## src/rtl/hamming_pkg.sv

```systemverilog
// Shared definitions for the extended-Hamming (SECDED) encoder/decoder family:
// position-map helpers and the error classification enum.
package hamming_pkg;

  typedef enum logic [1:0] {CLEAN, CORR, UNCORR} err_class_t;

  function automatic bit is_pow2(input int pos);
    return (pos > 0) && ((pos & (pos - 1)) == 0);
  endfunction

  function automatic int par_bits_for(input int data_w);
    int p;
    p = 1;
    while ((1 << p) < data_w + p + 1) p++;
    return p;
  endfunction

  // Data bit index carried at a non-parity position: count data slots below it.
  function automatic int data_idx(input int pos);
    int idx;
    idx = 0;
    for (int k = 1; k < pos; k++) begin
      if (!is_pow2(k)) idx++;
    end
    return idx;
  endfunction

endpackage

```

## src/rtl/hamming_syndrome.sv

```systemverilog
// Combinational syndrome and overall-parity generator for an extended-Hamming codeword.
module hamming_syndrome
  import hamming_pkg::*;
#(
  parameter int CODE_W = 8,
  parameter int PAR_W  = 3
) (
  input  logic [CODE_W-1:0] code_i,
  output logic [PAR_W-1:0]  syndrome_o,
  output logic              ovp_o
);

  always_comb begin
    syndrome_o = '0;
    for (int pos = 1; pos < CODE_W; pos++) begin
      if (code_i[pos]) syndrome_o = syndrome_o ^ PAR_W'(pos);
    end
  end

  assign ovp_o = ^code_i;

endmodule

```

## src/rtl/hamming_secded_decoder.sv

```systemverilog
// Two-stage pipelined SECDED decoder on a valid/ready stream, with saturating
// corrected/uncorrectable word counters.
module hamming_secded_decoder
  import hamming_pkg::*;
#(
  parameter int DATA_W = 4,
  parameter int PAR_W  = 3,
  parameter int CNT_W  = 8,
  localparam int CODE_W = DATA_W + PAR_W + 1
) (
  input  logic              clk,
  input  logic              rst_n,
  input  logic              in_valid,
  output logic              in_ready,
  input  logic [CODE_W-1:0] code_in,
  output logic              out_valid,
  input  logic              out_ready,
  output logic [DATA_W-1:0] data_out,
  output logic              err_corr,
  output logic              err_uncorr,
  output logic [PAR_W-1:0]  err_pos,
  output logic [CNT_W-1:0]  cnt_corr,
  output logic [CNT_W-1:0]  cnt_uncorr,
  input  logic              cnt_clr
);

  if ((1 << PAR_W) < CODE_W) begin : g_bad_par_w
    $error("PAR_W too small: 2**PAR_W must be >= DATA_W+PAR_W+1");
  end

  logic [PAR_W-1:0] syn_c;
  logic             ovp_c;

  hamming_syndrome #(.CODE_W(CODE_W), .PAR_W(PAR_W)) u_syndrome (
    .code_i     (code_in),
    .syndrome_o (syn_c),
    .ovp_o      (ovp_c)
  );

  logic              s1_valid_q;
  logic [CODE_W-1:0] s1_code_q;
  logic [PAR_W-1:0]  s1_syn_q;
  logic              s1_ovp_q;
  logic              s2_valid_q;
  logic [DATA_W-1:0] data_q;
  logic              corr_q, uncorr_q;
  logic [PAR_W-1:0]  pos_q;
  logic [CNT_W-1:0]  cnt_corr_q, cnt_corr_d, cnt_uncorr_q, cnt_uncorr_d;

  logic s1_load, s2_load, out_hs;
  assign s2_load  = !s2_valid_q || out_ready;
  assign s1_load  = !s1_valid_q || s2_load;
  assign in_ready = s1_load;
  assign out_hs   = s2_valid_q && out_ready;

  err_class_t        cls_d;
  logic [CODE_W-1:0] fixed_d;
  logic [DATA_W-1:0] data_d;

  // A syndrome beyond the last position with odd overall parity cannot be a single flip.
  always_comb begin
    cls_d   = CLEAN;
    fixed_d = s1_code_q;
    if (s1_ovp_q) begin
      if (32'(s1_syn_q) < CODE_W) begin
        cls_d   = CORR;
        fixed_d = s1_code_q ^ (CODE_W'(1) << s1_syn_q);
      end else begin
        cls_d = UNCORR;
      end
    end else if (s1_syn_q != '0) begin
      cls_d = UNCORR;
    end
  end

  for (genvar gi = 1; gi < CODE_W; gi++) begin : g_extract
    if (!is_pow2(gi)) begin : g_data
      assign data_d[data_idx(gi)] = fixed_d[gi];
    end
  end

  always_comb begin
    cnt_corr_d   = cnt_corr_q;
    cnt_uncorr_d = cnt_uncorr_q;
    if (cnt_clr) begin
      cnt_corr_d   = '0;
      cnt_uncorr_d = '0;
    end else if (out_hs) begin
      if (corr_q && cnt_corr_q != '1)     cnt_corr_d   = cnt_corr_q + CNT_W'(1);
      if (uncorr_q && cnt_uncorr_q != '1) cnt_uncorr_d = cnt_uncorr_q + CNT_W'(1);
    end
  end

  always_ff @(posedge clk) begin
    if (!rst_n) begin
      s1_valid_q   <= 1'b0;
      s1_code_q    <= '0;
      s1_syn_q     <= '0;
      s1_ovp_q     <= 1'b0;
      s2_valid_q   <= 1'b0;
      data_q       <= '0;
      corr_q       <= 1'b0;
      uncorr_q     <= 1'b0;
      pos_q        <= '0;
      cnt_corr_q   <= '0;
      cnt_uncorr_q <= '0;
    end else begin
      if (s1_load) begin
        s1_valid_q <= in_valid;
        if (in_valid) begin
          s1_code_q <= code_in;
          s1_syn_q  <= syn_c;
          s1_ovp_q  <= ovp_c;
        end
      end
      if (s2_load) begin
        s2_valid_q <= s1_valid_q;
        if (s1_valid_q) begin
          data_q   <= data_d;
          corr_q   <= (cls_d == CORR);
          uncorr_q <= (cls_d == UNCORR);
          pos_q    <= s1_syn_q;
        end
      end
      cnt_corr_q   <= cnt_corr_d;
      cnt_uncorr_q <= cnt_uncorr_d;
    end
  end

  assign out_valid  = s2_valid_q;
  assign data_out   = data_q;
  assign err_corr   = corr_q;
  assign err_uncorr = uncorr_q;
  assign err_pos    = pos_q;
  assign cnt_corr   = cnt_corr_q;
  assign cnt_uncorr = cnt_uncorr_q;

endmodule
```

## config.mk

```make
export PLATFORM = sky130hd
export DESIGN_NAME = hamming_secded_decoder
export DESIGN_NICKNAME = d
export VERILOG_FILES = /design/src/rtl/hamming_pkg.sv /design/src/rtl/hamming_syndrome.sv /design/src/rtl/hamming_secded_decoder.sv
export SDC_FILE = /design/constraint.sdc
export NUM_CORES = 1
export LEC_CHECK = 0
export ABC_AREA = 1
export CORE_UTILIZATION = 50
export CTS_CLUSTER_SIZE = 40
export DETAILED_ROUTE_END_ITERATION = 7
export PLACE_DENSITY = 0.85
export SYNTH_ARGS = -nofsm -noshare
export SYNTH_HDL_FRONTEND = slang
export SYNTH_SLANG_ARGS = --single-unit
```

## constraint.sdc

```tcl
create_clock -name clk -period 1.6 [get_ports clk]
set_input_delay 0.16 -clock clk [delete_from_list [all_inputs] [get_ports clk]]
set_output_delay 0.16 -clock clk [all_outputs]
set_load 0.05 [all_outputs]
```

# Yosys cells after proc, flatten, opt, wreduce, memory -nomap -nowiden
# Index checks and enable logic that the tools add are counted.
dict set report totals {
  ff_bits 39
  inputBits 13
  output_inout_bits 27
  word_cells 50
}
dict set report classes {
  add_sub_neg 2
  n_eq_ne 4
  shift 1
  mux 10
  n_bitwise 8
  reduce_logical 14
}
# cell count
set ops {}
lappend ops {{adder 8 x 1 -> 8 bit, second input constant} 2}
lappend ops {{inequality test 8 bit, second input constant} 2}
lappend ops {{two-way mux 3 bit} 4}
lappend ops {{two-way mux 2 bit} 4}
lappend ops {{two-way mux 8 bit} 1}
lappend ops {{AND reduction 2 bit} 4}
lappend ops {{parity 8 bit} 1}
lappend ops {{left shift 1 x 3 -> 8 bit, first input constant} 1}
lappend ops {{bitwise XOR 8 bit} 1}
lappend ops {{inverter 2 bit} 3}
lappend ops {{logical AND 1 bit} 3}
lappend ops {{inverter 3 bit} 1}
lappend ops {{nonzero test 3 bit} 1}
lappend ops {{== test 2 x 1 -> 1 bit, second input constant} 1}
lappend ops {{== test 2 bit, second input constant} 1}
lappend ops {{logical NOT 1 bit} 2}
lappend ops {{logical OR 1 bit} 2}
lappend ops {{inverter 1 bit, first input constant} 2}
lappend ops {{OR reduction 2 bit} 1}
lappend ops {{two-way mux 1 bit} 1}
lappend ops {{inverter 1 bit} 1}

# Depth between registers and ports, before layout
dict set report logic_depth {
  depth_word 11
  ltp_mapped 9
  ltp_nobuf 9
}

# Hierarchy
# A second synthesis with hierarchy kept.
dict set report hier_totals {
  hier_cells 294
  hier_area_um2 1951.9
}
# mod n_inst cells_each area_each_um2 seq_area_each_um2
set modules_own_cells {}
lappend modules_own_cells {hamming_secded_decoder 1 244 1731.7 700.7}
lappend modules_own_cells {hamming_syndrome 1 50 220.2 0.0}

# Worst setup path after synthesis
# No wires, ideal clock.
dict set report synth_timing {
  kind {reg-to-reg}
  from {register s2_valid_q, in the netlist out_valid}
  to {register s1_syn_q[2]}
  setup_ps 118
  arrival_time_ps 1660
  t_required_ps 1482
  slack_ps -178
  stages_incl_launch_ff 7
  n_path_buf 1
  synth_period_minus_slack_ps 1778
  cell_sequence {dfxtp_1 > nand3_2 > nand2_2 > inv_2 > buf_4 > o21ai_1 > a21oi_1}
}
dict set report synth_via {
  elab_chain_cells 4
}
# item line
set synth_lines {}
lappend synth_lines {{start, declared} hamming_secded_decoder.sv:44} ;# logic s2_valid_q;
lappend synth_lines {{start signal, assigned} hamming_secded_decoder.sv:117} ;# s2_valid_q <= s1_valid_q;
lappend synth_lines {{logical NOT 1 bit} hamming_secded_decoder.sv:51} ;# assign s2_load = !s2_valid_q || out_ready;
lappend synth_lines {{logical OR 1 bit} hamming_secded_decoder.sv:51}
lappend synth_lines {{logical OR 1 bit} hamming_secded_decoder.sv:52} ;# assign s1_load = !s1_valid_q || s2_load;
lappend synth_lines {{net in_ready} hamming_secded_decoder.sv:14} ;# output logic in_ready,
lappend synth_lines {{AND reduction 2 bit (no line)} n/a}
lappend synth_lines {{end signal, assigned} hamming_secded_decoder.sv:112} ;# s1_syn_q <= syn_c;
lappend synth_lines {{end, declared} hamming_secded_decoder.sv:42} ;# logic [PAR_W-1:0] s1_syn_q;
# The timed path passes the listed nets, and every way through them passes these cells.
# A chain may end at the register's enable or synchronous reset.

# Worst setup path in the final report
dict set report layout_timing {
  from {register cnt_uncorr_q[0], in the netlist cnt_uncorr[0]}
  to {register cnt_uncorr_q[6], in the netlist cnt_uncorr[6]}
}
dict set report layout_via {
  elab_chain_cells 3
  word_cells_on_any_way 4
  classes_between {1 x add/sub; 1 x eq/ne; 2 x reduce/logical}
}
# item line
set layout_lines {}
lappend layout_lines {{start, declared} hamming_secded_decoder.sv:48} ;# logic [CNT_W-1:0] cnt_corr_q, cnt_corr_d, cnt_uncorr_q, cnt_uncorr_d;
lappend layout_lines {{start signal, assigned} hamming_secded_decoder.sv:126} ;# cnt_uncorr_q <= cnt_uncorr_d;
lappend layout_lines {{branches (longest 3 deep; another with adder 8 x 1 -> 8 bit)} n/a}
# Parallel ways; which one is timed is not known.

==> flow_summary.json <==
{
  "slew_viol_final": 0,
  "clk_pin_slew_ps": 60,
  "post-route-drc-count": 0,
  "synth_nets": 291,
  "holdCritStartpoint": "err_pos[0]$_SDFFE_PN0P_",
  "tns_ps": 0,
  "final_cell_mix": "76 x nand2_1, 34 x nor2_1, 30 x dfxtp_1",
  "critPathMaxFanout": 6,
  "share_seq_of_total_power_pct": 48.4,
  "ys_types": 26,
  "reg2reg_slack_ps": 240,
  "yosys_most_used_dff": "dfxtp_1",
  "crit_buf_inv": 1,
  "min_path_type": "flip-flop to flip-flop",
  "power_frac_clock_pct": 35.9,
  "min_to": "err_pos[0]$_SDFFE_PN0P_",
  "dpl_cell_area_mm2": 0.00227,
  "cts_setup_buffers": 0,
  "grt_util_met3_pct": 6.88,
  "cts_tree": "built",
  "cts.sinks": 35,
  "gr-usage-all-layers_pct": 20.7,
  "rows": 21,
  "synth_area_leaders": "dfxtp_1 38%, nand2_1 15%, nor2_1 6.8%",
  "dr_total_vias": 1818,
  "pwr_density_cell_mw_per_mm2": 820,
  "skew_ps": 4.40,
  "r2r-start": "cnt_uncorr[0]$_SDFFE_PP0P_",
  "grt_pass1_vias": 1591,
  "finalSetupViolCount": 0,
  "synth_edf_count": 0,
  "critPathKind": "flip-flop to flip-flop",
  "crit_path_max_incr_delay_ps": 380,
  "switching_power_uw": 530,
  "synth-seq-area-share_pct": 37.5,
  "pin_count": 40,
  "place.gp.congestion": 0.852,
  "grt_use_met2_pct": 36.2,
  "critPathLaunch": "cnt_uncorr[0]$_SDFFE_PP0P_",
  "nNetsFinal": 336,
  "syn2layout_area_growth_pct": 26.7,
  "stdcell_area_mm2": 0.00237,
  "grt_first_pass_wirelength_um": 6490,
  "top_usage_layer": "met2",
  "drive_gt1_share_pct": 19.3,
  "async_reset_ff_share_pct": 0,
  "syn_area_mm2": 0.00187,
  "dieWidth_um": 63.1,
  "min_path_cells": 2,
  "dr.pass1.iters": 4,
  "netlist.area_leader.share_pct": 37.5,
  "r2r_cells": 8,
  "period_share_pct": 85.3,
  "critical_path_arrival_ps": 1550,
  "grt_max_degree": 14,
  "p_leak_uw": 0.00110,
  "antenna_found_initial": 0,
  "clockRootBuffer": "clkbuf_8",
  "port-buffer-count": 39,
  "die_height_um": 63.1,
  "max_freq_ghz": 0.733,
  "insertion_delay_ps": 290,
  "drv_cap": 0,
  "numCtsBuffers": 5,
  "yosys_warnings": 0,
  "vias_per_cell": 4.94,
  "wire_per_inst_um": 10.6,
  "switching_share_pct": 27.3,
  "drtAntennaViolNets": 0,
  "postSynthAreaPerCell_um2": 6.77,
  "cts.htree.levels": 2,
  "peakVddDrop_v": 0.000591,
  "p_int_uw": 1410,
  "worst_pin_slew_ps": 282,
  "initial_utilization_pct": 53.9,
  "relSlewSlack_pct": 81.2,
  "drt_iter0_markers": 125,
  "critPathLaunchType": "flip-flop",
  "dieArea_mm2": 0.00398,
  "routed_wl_um": 3920,
  "cts_buffer_depth": 2,
  "rsz0062_at_grt": "false",
  "hpwl_um": 3030,
  "critical_path.top_delay_family": "simple AND/OR/NAND/NOR gates",
  "core_area_mm2": 0.00347,
  "met1_usage_pct": 23.1,
  "layout_min_cycle_time_ps": 1360,
  "syn_inst": 276,
  "diodes": 0,
  "grt_overflow": 0,
  "finalHoldViolCount": 0,
  "cp-end-kind": "flip-flop",
  "yosysTopAreaCell": "dfxtp_1",
  "path_cells": "ha_1 > inv_2 > nor2_4 > nand3_1 > nor2_1 > nand3_1 > nand2_1 > nor2_1",
  "fin_util_pct": 68.3,
  "holdBufCountCts": 0,
  "layout_commonest_cell": "nand2_1",
  "p_comb_share_pct": 15.7,
  "cp.required_ps": 1780,
  "outcome": "finished, final reports clean",
  "synth-seq-cells": 35,
  "slowest_stage": "dfxtp_2",
  "post_cts_resized": 0,
  "worstReg2RegEnd": "cnt_uncorr[6]$_SDFFE_PP0P_"
}
-- layout make-up --
class,count,area (µm²)
Sequential cell,35,707
Inverter,33,124
Fill cell,328,1100
Tap cell,46,57.6
Timing Repair Buffer,41,350
Multi-Input combinational cell,205,1030
Clock buffer,8,100
-- sequential cells by signal, indices dropped and copies added (netlist names) --
register / count
data_out: 4
cnt_uncorr: 8
out_valid: 1
err_pos: 3
s1_code_q: 4
s1_valid_q: 1
err_corr: 1
err_uncorr: 1
s1_syn_q: 3
cnt_corr: 8
s1_ovp_q: 1
-- metal layers --
| metal | share of wire (%) | wire length (µm) | up-vias |
|---|---|---|---|
| met2 | 50 | 1960 | 45 |
| met5 | 0 | 0 | - |
| li1 | - | - | 972 |
| met1 | 44 | 1730 | 797 |
| met4 | 0.79 | 31 | 0 |
| met3 | 5.0 | 195 | 4 |
-- power groups by stage --
stage	registers, µW	logic (µW)	clock network, µW
CTS	939	307	711
finish	940	305	696
global route	945	334	755
floorplan	1010	150	0
detailed placement	959	306	0
global placement	959	298	0
-- Yosys cell counts (all sizes together), types with 2 or more instances --
cell type  count
dfxtp         35
ha             2
nor3           2
a21oi         25
nand2         83
xor2           6
nand3         16
nor2          41
nand4          5
inv           33
clkbuf         2
xnor2          4
o21ai         17
-- cell families (layout without fill, tap and decap cells) --
| family | after synthesis | count (layout) | synth area share, % |
|---|---|---|---|
| DFF | 35 | 35 | 37.5 |
| xor gates and xnor gates | 10 | 10 | 4.69 |
| and+or+nand+nor | 148 | 148 | 36.0 |
| AOI/OAI and AO/OA | 45 | 45 | 13.1 |
| buffers and inverters | 36 | 82 | 7.44 |
| adders and majority gates | 2 | 2 | 1.34 |
-- metrics by stage --
stage                     instances  hold WS, ps  worst slack, ps  total power (µW)
after detailed placement        360          483              115              1260
after global routing            368          517              109              2030
after floorplan                 276          328             68.2              1160
after global placement          360          478              153              1260
after CTS                       368          494              217              1960
final                           368          491              235              1940
-- worst register-to-register path, cell delays in order (launching register included) --
cell and delay, ps:
dfxtp_2 380, ha_1 200, inv_2 50, nor2_4 160, nand3_1 90, nor2_1 160
nand3_1 100, nand2_1 70, nor2_1 40
-- how the worst max path moves through the flow --
stage,depth (start not counted),slack [ps],to
after floorplan,6,70,s1_syn_q[2]$_SDFFE_PN0P_
after global placement,8,150,data_out[2]$_SDFFE_PN0P_
after detailed placement,8,120,data_out[2]$_SDFFE_PN0P_
after CTS,8,220,cnt_uncorr[6]$_SDFFE_PP0P_
after global routing,8,110,cnt_uncorr[6]$_SDFFE_PP0P_
final,8,240,cnt_uncorr[6]$_SDFFE_PP0P_
Power figures use the tool's default switching activity.
